<file path="src/rtl/z80_rom_arb.sv">
// Arbitrates the 64-byte micro-code ROM between Z80 reads and a debug read port,
// sequencing the ROM's two-edge registered read and holding the CPU in WAIT meanwhile.
module z80_rom_arb #(
   parameter int unsigned AW       = 6,
   parameter logic [7:0]  OOR_DATA = 8'hFF
) (
   input  logic          clk,
   input  logic          n_rst,
   input  logic          cpu_mreq_n,
   input  logic          cpu_rd_n,
   input  logic [15:0]   cpu_addr,
   output logic          cpu_wait_n,
   output logic [7:0]    cpu_data,
   output logic          cpu_data_oe,
   input  logic          dbg_req,
   input  logic [AW-1:0] dbg_addr,
   output logic          dbg_ack,
   output logic [7:0]    dbg_data,
   output logic          rom_ce,
   output logic          rom_oe,
   output logic [AW-1:0] rom_addr,
   input  logic [7:0]    rom_data
);

   typedef enum logic [1:0] {StIdle, StAddr, StFetch, StLatch} state_e;
   typedef enum logic {OwnCpu = 1'b0, OwnDbg = 1'b1} owner_e;

   state_e        state_q, state_d;
   owner_e        owner_q, owner_d;
   owner_e        last_q, last_d;
   logic          cpu_done_q, cpu_done_d;
   logic [7:0]    cpu_data_q, cpu_data_d;
   logic [7:0]    dbg_data_q, dbg_data_d;
   logic          dbg_ack_q, dbg_ack_d;
   logic [AW-1:0] rom_addr_q, rom_addr_d;

   logic rd_act;
   logic cpu_pend;
   logic dbg_pend;
   logic cpu_oor;
   logic grant_cpu;
   logic grant_dbg;
   logic capture_cpu;
   logic rom_en;

   assign rd_act   = !cpu_mreq_n && !cpu_rd_n;
   assign cpu_pend = rd_act && !cpu_done_q;
   assign dbg_pend = dbg_req;
   assign cpu_oor  = |cpu_addr[15:AW];

   // On a tie the requester that did not go last wins.
   assign grant_cpu = cpu_pend && (!dbg_pend || (last_q == OwnDbg));
   assign grant_dbg = dbg_pend && !grant_cpu;

   always_ff @(posedge clk) begin
      if (!n_rst) begin
         state_q    <= StIdle;
         owner_q    <= OwnCpu;
         last_q     <= OwnDbg;
         cpu_done_q <= 1'b0;
         cpu_data_q <= 8'h00;
         dbg_data_q <= 8'h00;
         dbg_ack_q  <= 1'b0;
         rom_addr_q <= '0;
      end else begin
         state_q    <= state_d;
         owner_q    <= owner_d;
         last_q     <= last_d;
         cpu_done_q <= cpu_done_d;
         cpu_data_q <= cpu_data_d;
         dbg_data_q <= dbg_data_d;
         dbg_ack_q  <= dbg_ack_d;
         rom_addr_q <= rom_addr_d;
      end
   end

   always_comb begin
      state_d = state_q;
      unique case (state_q)
         StIdle: begin
            if ((grant_cpu && !cpu_oor) || grant_dbg) begin
               state_d = StAddr;
            end
         end
         StAddr:  state_d = StFetch;
         StFetch: state_d = StLatch;
         StLatch: state_d = StIdle;
      endcase
   end

   always_comb begin
      owner_d     = owner_q;
      last_d      = last_q;
      rom_addr_d  = rom_addr_q;
      cpu_data_d  = cpu_data_q;
      dbg_data_d  = dbg_data_q;
      dbg_ack_d   = 1'b0;
      capture_cpu = 1'b0;

      if (state_q == StIdle) begin
         // Out-of-window reads complete at once without touching the ROM or `last`.
         if (grant_cpu && cpu_oor) begin
            cpu_data_d  = OOR_DATA;
            capture_cpu = 1'b1;
         end else if (grant_cpu) begin
            owner_d    = OwnCpu;
            rom_addr_d = cpu_addr[AW-1:0];
         end else if (grant_dbg) begin
            owner_d    = OwnDbg;
            rom_addr_d = dbg_addr;
         end
      end

      if (state_q == StLatch) begin
         last_d = owner_q;
         if (owner_q == OwnDbg) begin
            dbg_data_d = rom_data;
            dbg_ack_d  = 1'b1;
         end else if (rd_act) begin
            cpu_data_d  = rom_data;
            capture_cpu = 1'b1;
         end
      end

      // An aborted CPU read never sets done; done drops as soon as the cycle ends.
      cpu_done_d = rd_act && (cpu_done_q || capture_cpu);
   end

   always_comb begin
      rom_en = 1'b0;
      unique case (state_q)
         StAddr, StFetch: rom_en = 1'b1;
         StIdle, StLatch: rom_en = 1'b0;
      endcase
   end

   assign rom_ce      = rom_en;
   assign rom_oe      = rom_en;
   assign rom_addr    = rom_addr_q;
   assign cpu_wait_n  = !(rd_act && !cpu_done_q);
   assign cpu_data_oe = rd_act && cpu_done_q;
   assign cpu_data    = cpu_data_q;
   assign dbg_ack     = dbg_ack_q;
   assign dbg_data    = dbg_data_q;

endmodule

</file>
<file path="config.mk">
export PLATFORM = sky130hd
export DESIGN_NAME = z80_rom_arb
export DESIGN_NICKNAME = d
export VERILOG_FILES = /design/src/rtl/z80_rom_arb.sv
export SDC_FILE = /design/constraint.sdc
export NUM_CORES = 1
export LEC_CHECK = 0
export ABC_CLOCK_PERIOD_IN_PS = 2400
export BUFFER_PORTS_ARGS = -buffer_cell sky130_fd_sc_hd__buf_2
export CORE_UTILIZATION = 38
export CTS_CLUSTER_SIZE = 20
export DETAILED_ROUTE_END_ITERATION = 10
export GPL_ROUTABILITY_DRIVEN = 0
export PLACE_DENSITY = 0.69
export SETUP_SLACK_MARGIN = 0.05
export SLEW_MARGIN = 20
export SYNTH_ARGS = -nofsm -noshare
export SYNTH_HDL_FRONTEND = slang
export SYNTH_SLANG_ARGS = --single-unit
</file>
<file path="constraint.sdc">
create_clock -name clk -period 2.4 [get_ports clk]
set_input_delay 0.24 -clock clk [delete_from_list [all_inputs] [get_ports clk]]
set_output_delay 0.24 -clock clk [all_outputs]
set_load 0.05 [all_outputs]
</file>
==> results of run 1 <==
-- sequential cells by signal, summed over array words and instances (netlist names) --
name / flops
rom_addr: 6
cpu_done_q: 1
dbg_data: 8
cpu_data: 8
owner_q: 1
state_q: 2
dbg_ack: 1
last_q: 1
-- worst max-delay path by stage --
stage	from	endpoint	slack (ps)	cells after the start
2_1_floorplan	state_q[0]	rom_addr[0]	600	7
3_3_place_gp	state_q[0]	rom_addr[0]	480	6
3_5_place_dp	state_q[0]	rom_addr[0]	420	6
4_1_cts	state_q[0]	rom_addr[0]	410	6
5_1_grt	state_q[0]	rom_addr[3]	270	6
6_report	state_q[0]	rom_addr[1]	410	6
-- power groups by stage --
stage | clock network, mW | registers, mW | logic, mW
2_1_floorplan | 0 | 0.831 | 0.424
3_3_place_gp | 0 | 0.612 | 0.777
3_5_place_dp | 0 | 0.616 | 0.795
4_1_cts | 0.235 | 0.606 | 0.797
5_1_grt | 0.254 | 0.619 | 0.848
6_report | 0.227 | 0.605 | 0.792
-- layout make-up --
class	count	share of cell area [%]
Timing Repair Buffer	63	19.9
Clock buffer	4	2.25
Multi-Input combinational cell	84	38.6
Tap cell	44	3.41
Sequential cell	28	34.8
Inverter	5	1.16
-- placed cells by master (no fill, tap or decap), types with 2 or more instances in the layout --
master,instances
clkbuf_4,3
a21oi_1,8
o21a_1,2
ha_1,4
buf_2,61
nand3_1,2
mux2i_1,6
and2_1,2
o221a_2,8
nand2_1,17
dfxtp_1,28
or4_4,2
buf_4,2
nor2_1,2
inv_1,4
nor3_1,8
a211oi_1,7
or2_2,2
-- cells by family after synthesis --
family,count (synthesis)
buffers and inverters,11
DFF,28
adders and majority gates,4
AOI/OAI and AO/OA,31
and+or+nand+nor,43
muxes,6
-- worst max-delay path, stage by stage (launching register included) --
cell	delay, ps
dfxtp_1	340
inv_1	120
ha_1	210
or3b_2	480
nor4_4	370
or2_2	270
a211oi_1	90
-- stage by stage --
step | cell area (µm²) | instances
after detailed placement | 1580 | 224
after CTS | 1610 | 228
after global routing | 1610 | 228
final | 1610 | 228
after global placement | 1580 | 224
after floorplan | 1230 | 123
-- routing by layer --
| metal | vias up | track usage [%] | share of wire, % |
|---|---|---|---|
| li1 | 574 | - | - |
| met1 | 528 | 19.9 | 44 |
| met2 | 46 | 30.5 | 49 |
| met3 | 2 | 2.86 | 6.1 |
| met4 | 0 | 6.12 | 0.47 |
| met5 | - | 0 | 0 |
==> out/qor.txt, run 1 <==
status: completed
GRT overflow: 0
ys async rst share: 0%
worst-margin pin slew: 485 ps
CTS Hold Bufs: 0
antenna violations before repair: 0
Syn Area/Cell: 10.0 µm²
Synth area leaders: dfxtp_1, o221a_2, nand2_1
reg-to-reg slack, setup: 410 ps
post-route setup slack: 412 ps
Antenna Diode Count: 0
post-synth top area share: 45.6%
adder-cell share of the synthesized area: 4.07%
Initial Util: 40.3%
PortBufs: 61
post-DP HPWL: 2160 µm
Pint: 0.889 mW
Tot GR Track Use: 16.9%
Power Density: 1010 nW/µm²
area leader, netlist: dfxtp_1
WHS: 149 ps
drt total wl: 2790 µm
combinational family with the most area after synthesis: compound AO/OA/AOI/OAI gates
H-tree Lvls: 1
post-synthesis compound-gate area fraction: 21.5%
number of flops mapped to enable cells by yosys: 0
total clock buffers created by CTS: 3
CTS tree: built
CP Capture Type: flop
largest net degree at the start of global routing: 18
Logic pwr share: 48.8%
RR Startpoint: state_q[0]
CORE AREA: 3050 µm²
Clock power frac: 14.0%
RSZ-0062 raised after global routing: false
hold wc startpoint: rom_data[4]
Seq/Total Area, Yosys: 45.6%
R2R cell count: 6
Startpoint Class: flop
Switching Fraction: 45.3%
drt pass-1 iters: 4
min Tclk post-route: 1990 ps
final setup fails: 0
worst skew pair latency: 320 ps
clock-pin slew on the worst setup and hold paths: 150 ps
chip height: 58.9 µm
area added between synthesis and finish: 31.1%
leak pwr: 0.773 nW
flops & latches, synth: 28
post-synthesis xor/xnor area fraction: 0%
worst hold stages: 3
Slew Viols, Final: 0
Distinct cells, synth: 34
Post-synth top cells: dfxtp_1, nand2_1, a21oi_1, nor3_1, o221a_2
Syn Nets: 162
count leader, synth: dfxtp_1
clock skew: 3.67 ps
Die ar.: 3470 µm²
CTS resizes: 0
Antenna Nets Post-Route: 0
critical path class: reg -> reg
clock tree buffer depth: 2
via count: 1150
post-CTS setup buffers: 0
Row Count: 20
Mapped Area: 1230 µm²
io pins: 62
# fillers: 316
clock sinks: 28
setup_tns: 0 ps
hold crit path type: in -> reg
Post-Synth Simple-Gate Area: 20.1%
vias in the first global route: 1050
final net count: 224
post-synthesis mux area share: 4.88%
Synth Instances: 123
Power, Total: 1.62 mW
Syn. warnings: 0
pre-CTS setup slack: 423 ps
upper clock frequency limit: 503 MHz
reg2reg end: rom_addr[1]
MaxCap Viol Count: 0
Worst EP arrival: 2200 ps
area of the multi-input gates: 622 µm²
switching power: 0.735 mW
Final period util: 82.8%
Fin. Hold Viols: 0
DRT iter0 DRCs: 28
share of cells above drive strength 1: 45.7%
sequential power share: 37.2%
Hold Crit Endpoint: dbg_data[4]
Register Area: 561 µm²
Crit path required time: 2610 ps
root buf cell: clkbuf_4
Core Util, Final: 52.8%
Die Wd: 58.9 µm
CP Max Fanout: 8
Slew headroom: 67.5%
WL per Instance: 12.2 µm
drt via density: 5.04
Primary FF master, synth: dfxtp_1
worst vdd ir: 783 µV
# DRC: 0
first-pass GRT wire length: 4460 µm
Note: power is estimated with default switching activity, not from simulation.
==> run 2: changes to the inputs <==
--- a/config.mk
+++ b/config.mk
@@ -5,7 +5,7 @@
 export SDC_FILE = /design/constraint.sdc
 export NUM_CORES = 1
 export LEC_CHECK = 0
-export ABC_CLOCK_PERIOD_IN_PS = 2400
+export ABC_CLOCK_PERIOD_IN_PS = 2000
 export BUFFER_PORTS_ARGS = -buffer_cell sky130_fd_sc_hd__buf_2
 export CORE_UTILIZATION = 38
 export CTS_CLUSTER_SIZE = 20
==> constraint.sdc (replaced) <==
create_clock -name clk -period 2 [get_ports clk]
set_input_delay 0.2 -clock clk [delete_from_list [all_inputs] [get_ports clk]]
set_output_delay 0.2 -clock clk [all_outputs]
set_load 0.05 [all_outputs]
==> run 2 against run 1 <==
  * Via count down 1.7%
  * Combinational power up 21%
  * Sequential cell count unchanged
==> out/qor.txt, run 2 (synthesized netlist as in run 1, its figures left out) <==
leak pwr: 0.786 nW (+1.7%)
post-DP HPWL: 2150 µm (-0.81%)
DRT iter0 DRCs: 31 (+11%)
GRT overflow: 0 (unchanged)
vias in the first global route: 1036 (-1.3%)
Clock power frac: 17.7% (+3.7 points)
Finished Layout Cells: 229 (+0.44%)
Logic pwr share: 46.8% (-2.0 points)
upper clock frequency limit: 559 MHz (+11%)
Switching Fraction: 42.9% (-2.4 points)
setup_tns: 0 ps (unchanged)
placed instance count: 224 (unchanged)
Final period util: 89.5% (+6.6 points)
largest net degree at the start of global routing: 18 (unchanged)
share of cells above drive strength 1: 47.6% (+1.9 points)
DR top layer: met4
sequential power share: 35.5% (-1.7 points)
Crit path required time: 2240 ps (-370 ps)
commonest cells after routing, fill and taps aside: buf_2, dfxtp_1, nand2_1
Die Wd: 58.9 µm (unchanged)
hold crit path type: in -> reg
CP Capture Type: flop
chip height: 58.9 µm (unchanged)
Initial Util: 40.3% (unchanged)
clock tree buffer depth: 2 (unchanged)
Metal-1 WL: 1260 µm (+1.6%)
H-tree Lvls: 1 (unchanged)
MaxCap Viol Count: 0 (unchanged)
min Tclk post-route: 1790 ps (-199 ps)
WL per Instance: 12.2 µm (-0.37%)
metal3 WL: 218 µm (+27%)
Slew Viols, Final: 0 (unchanged)
Die ar.: 3470 µm² (unchanged)
antenna violations before repair: 0 (unchanged)
final net count: 225 (+0.45%)
RSZ-0062 raised after global routing: false
PortBufs: 61 (unchanged)
via count: 1131 (-1.7%)
Core Util, Final: 54.0% (+1.2 points)
drt total wl: 2790 µm (about the same)
drt pass-1 iters: 4 (unchanged)
CORE AREA: 3050 µm² (unchanged)
Worst EP arrival: 2030 ps (-170 ps)
Slew headroom: 66.4% (-1.1 points)
root buf cell: clkbuf_4
io pins: 62 (unchanged)
Tot GR Track Use: 16.5% (-0.41 points)
switching power: 0.879 mW (+20%)
# fillers: 311 (-1.6%)
clock-pin slew on the worst setup and hold paths: 150 ps (about the same)
drt via density: 4.94 (-2.1%)
final setup fails: 0 (unchanged)
Pint: 1.17 mW (+32%)
total clock buffers created by CTS: 3 (unchanged)
met2 WL: 1300 µm (-4.7%)
Row Count: 20 (unchanged)
clock skew: 6.14 ps (+2.47 ps)
status: completed
Fin. Hold Viols: 0 (unchanged)
first-pass GRT wire length: 4370 µm (-2.0%)
worst vdd ir: 1210 µV (+54%)
commonest non-fill, non-tap cell in the layout: buf_2
worst skew pair latency: 320 ps (about the same)
CTS tree: built
CP Max Fanout: 8 (unchanged)
area added between synthesis and finish: 34.1%
worst-margin pin slew: 501 ps (+16.3 ps)
clock sinks: 28 (unchanged)
Startpoint Class: flop
Antenna Nets Post-Route: 0 (unchanged)
critical path class: reg -> reg
Antenna Diode Count: 0 (unchanged)
CTS Hold Bufs: 0 (unchanged)
Power Density: 1240 nW/µm² (+24%)
# DRC: 0 (unchanged)
[run 2: changes by cell type in the layout (fill, tap and decap cells not counted)]
cell / delta
buf_6: +1
bufinv_16: +1
clkbuf_8: -1
dfxtp_1: -1
dfxtp_2: +1
ha_1: -1
ha_2: +1
inv_1: -1
inv_2: +1
or2_2: -1
or2_4: +1
or3b_2: -1
or3b_4: +1
[run 2: stage by stage]
| stage | worst slack (ps) | power, mW | instance area [µm²] | hold WS [ps] |
|---|---|---|---|---|
| floorplan | 197 | 1.51 | 1230 | 336 |
| global placement | 149 | 1.67 | 1580 | 440 |
| detailed placement | 52.5 | 1.69 | 1580 | 450 |
| CTS | 57.2 | 2.06 | 1640 | 99.2 |
| global route | 121 | 2.16 | 1650 | 91.6 |
| finish | 211 | 2.05 | 1650 | 111 |
[run 2: final cells by class]
cell class | count | area, µm² | area share [%]
Multi-Input combinational cell | 84 | 629 | 38.2
Sequential cell | 28 | 562 | 34.1
Tap cell | 44 | 55.1 | 3.34
Inverter | 5 | 18.8 | 1.14
Clock inverter | 1 | 30.0 | 1.82
Clock buffer | 3 | 22.5 | 1.37
Timing Repair Buffer | 64 | 332 | 20.1
[run 2: critical path, stage by stage (launching register included)]
cell	delay, ps
dfxtp_2	360
inv_1	80
ha_2	190
or3b_4	390
nor4_4	270
buf_6	160
nor3_1	50
a211oi_1	210
[run 2: layer usage]
| layer | GRT usage [%] | vias up |
|---|---|---|
| met5 | 0 | - |
| met4 | 6.80 | 0 |
| met3 | 3.08 | 2 |
| met2 | 28.2 | 52 |
| met1 | 20.2 | 497 |
| li1 | - | 580 |
[run 2: path summary, 6_finish.rpt]
kind               startpoint           to  slack, ps  cells past startpoint
setup / recovery   state_q[1]  rom_addr[1]        210                      7
hold / removal    rom_data[2]  dbg_data[2]        110                      3
setup reg to reg   state_q[1]  rom_addr[1]        210                      7
hold reg to reg   dbg_data[2]  dbg_data[2]        460                      2
[run 2: power groups by stage]
stage / Sequential, mW / Clock, mW / Combinational [mW]
after global routing: 0.743 / 0.399 / 1.02
after floorplan: 0.997 / 0 / 0.508
final: 0.729 / 0.362 / 0.960
after CTS: 0.725 / 0.379 / 0.952
after detailed placement: 0.738 / 0 / 0.950
after global placement: 0.735 / 0 / 0.931
[run 2: what timing repair did]
action / CTS / global route
cloned: 0 / 0
buffers inserted: 1 / 0
setup endpoints to repair: 1 / 7
endpoints found under the hold margin: 0 / 0
gates resized for setup: 0 / 6
pin swaps: 1 / 2
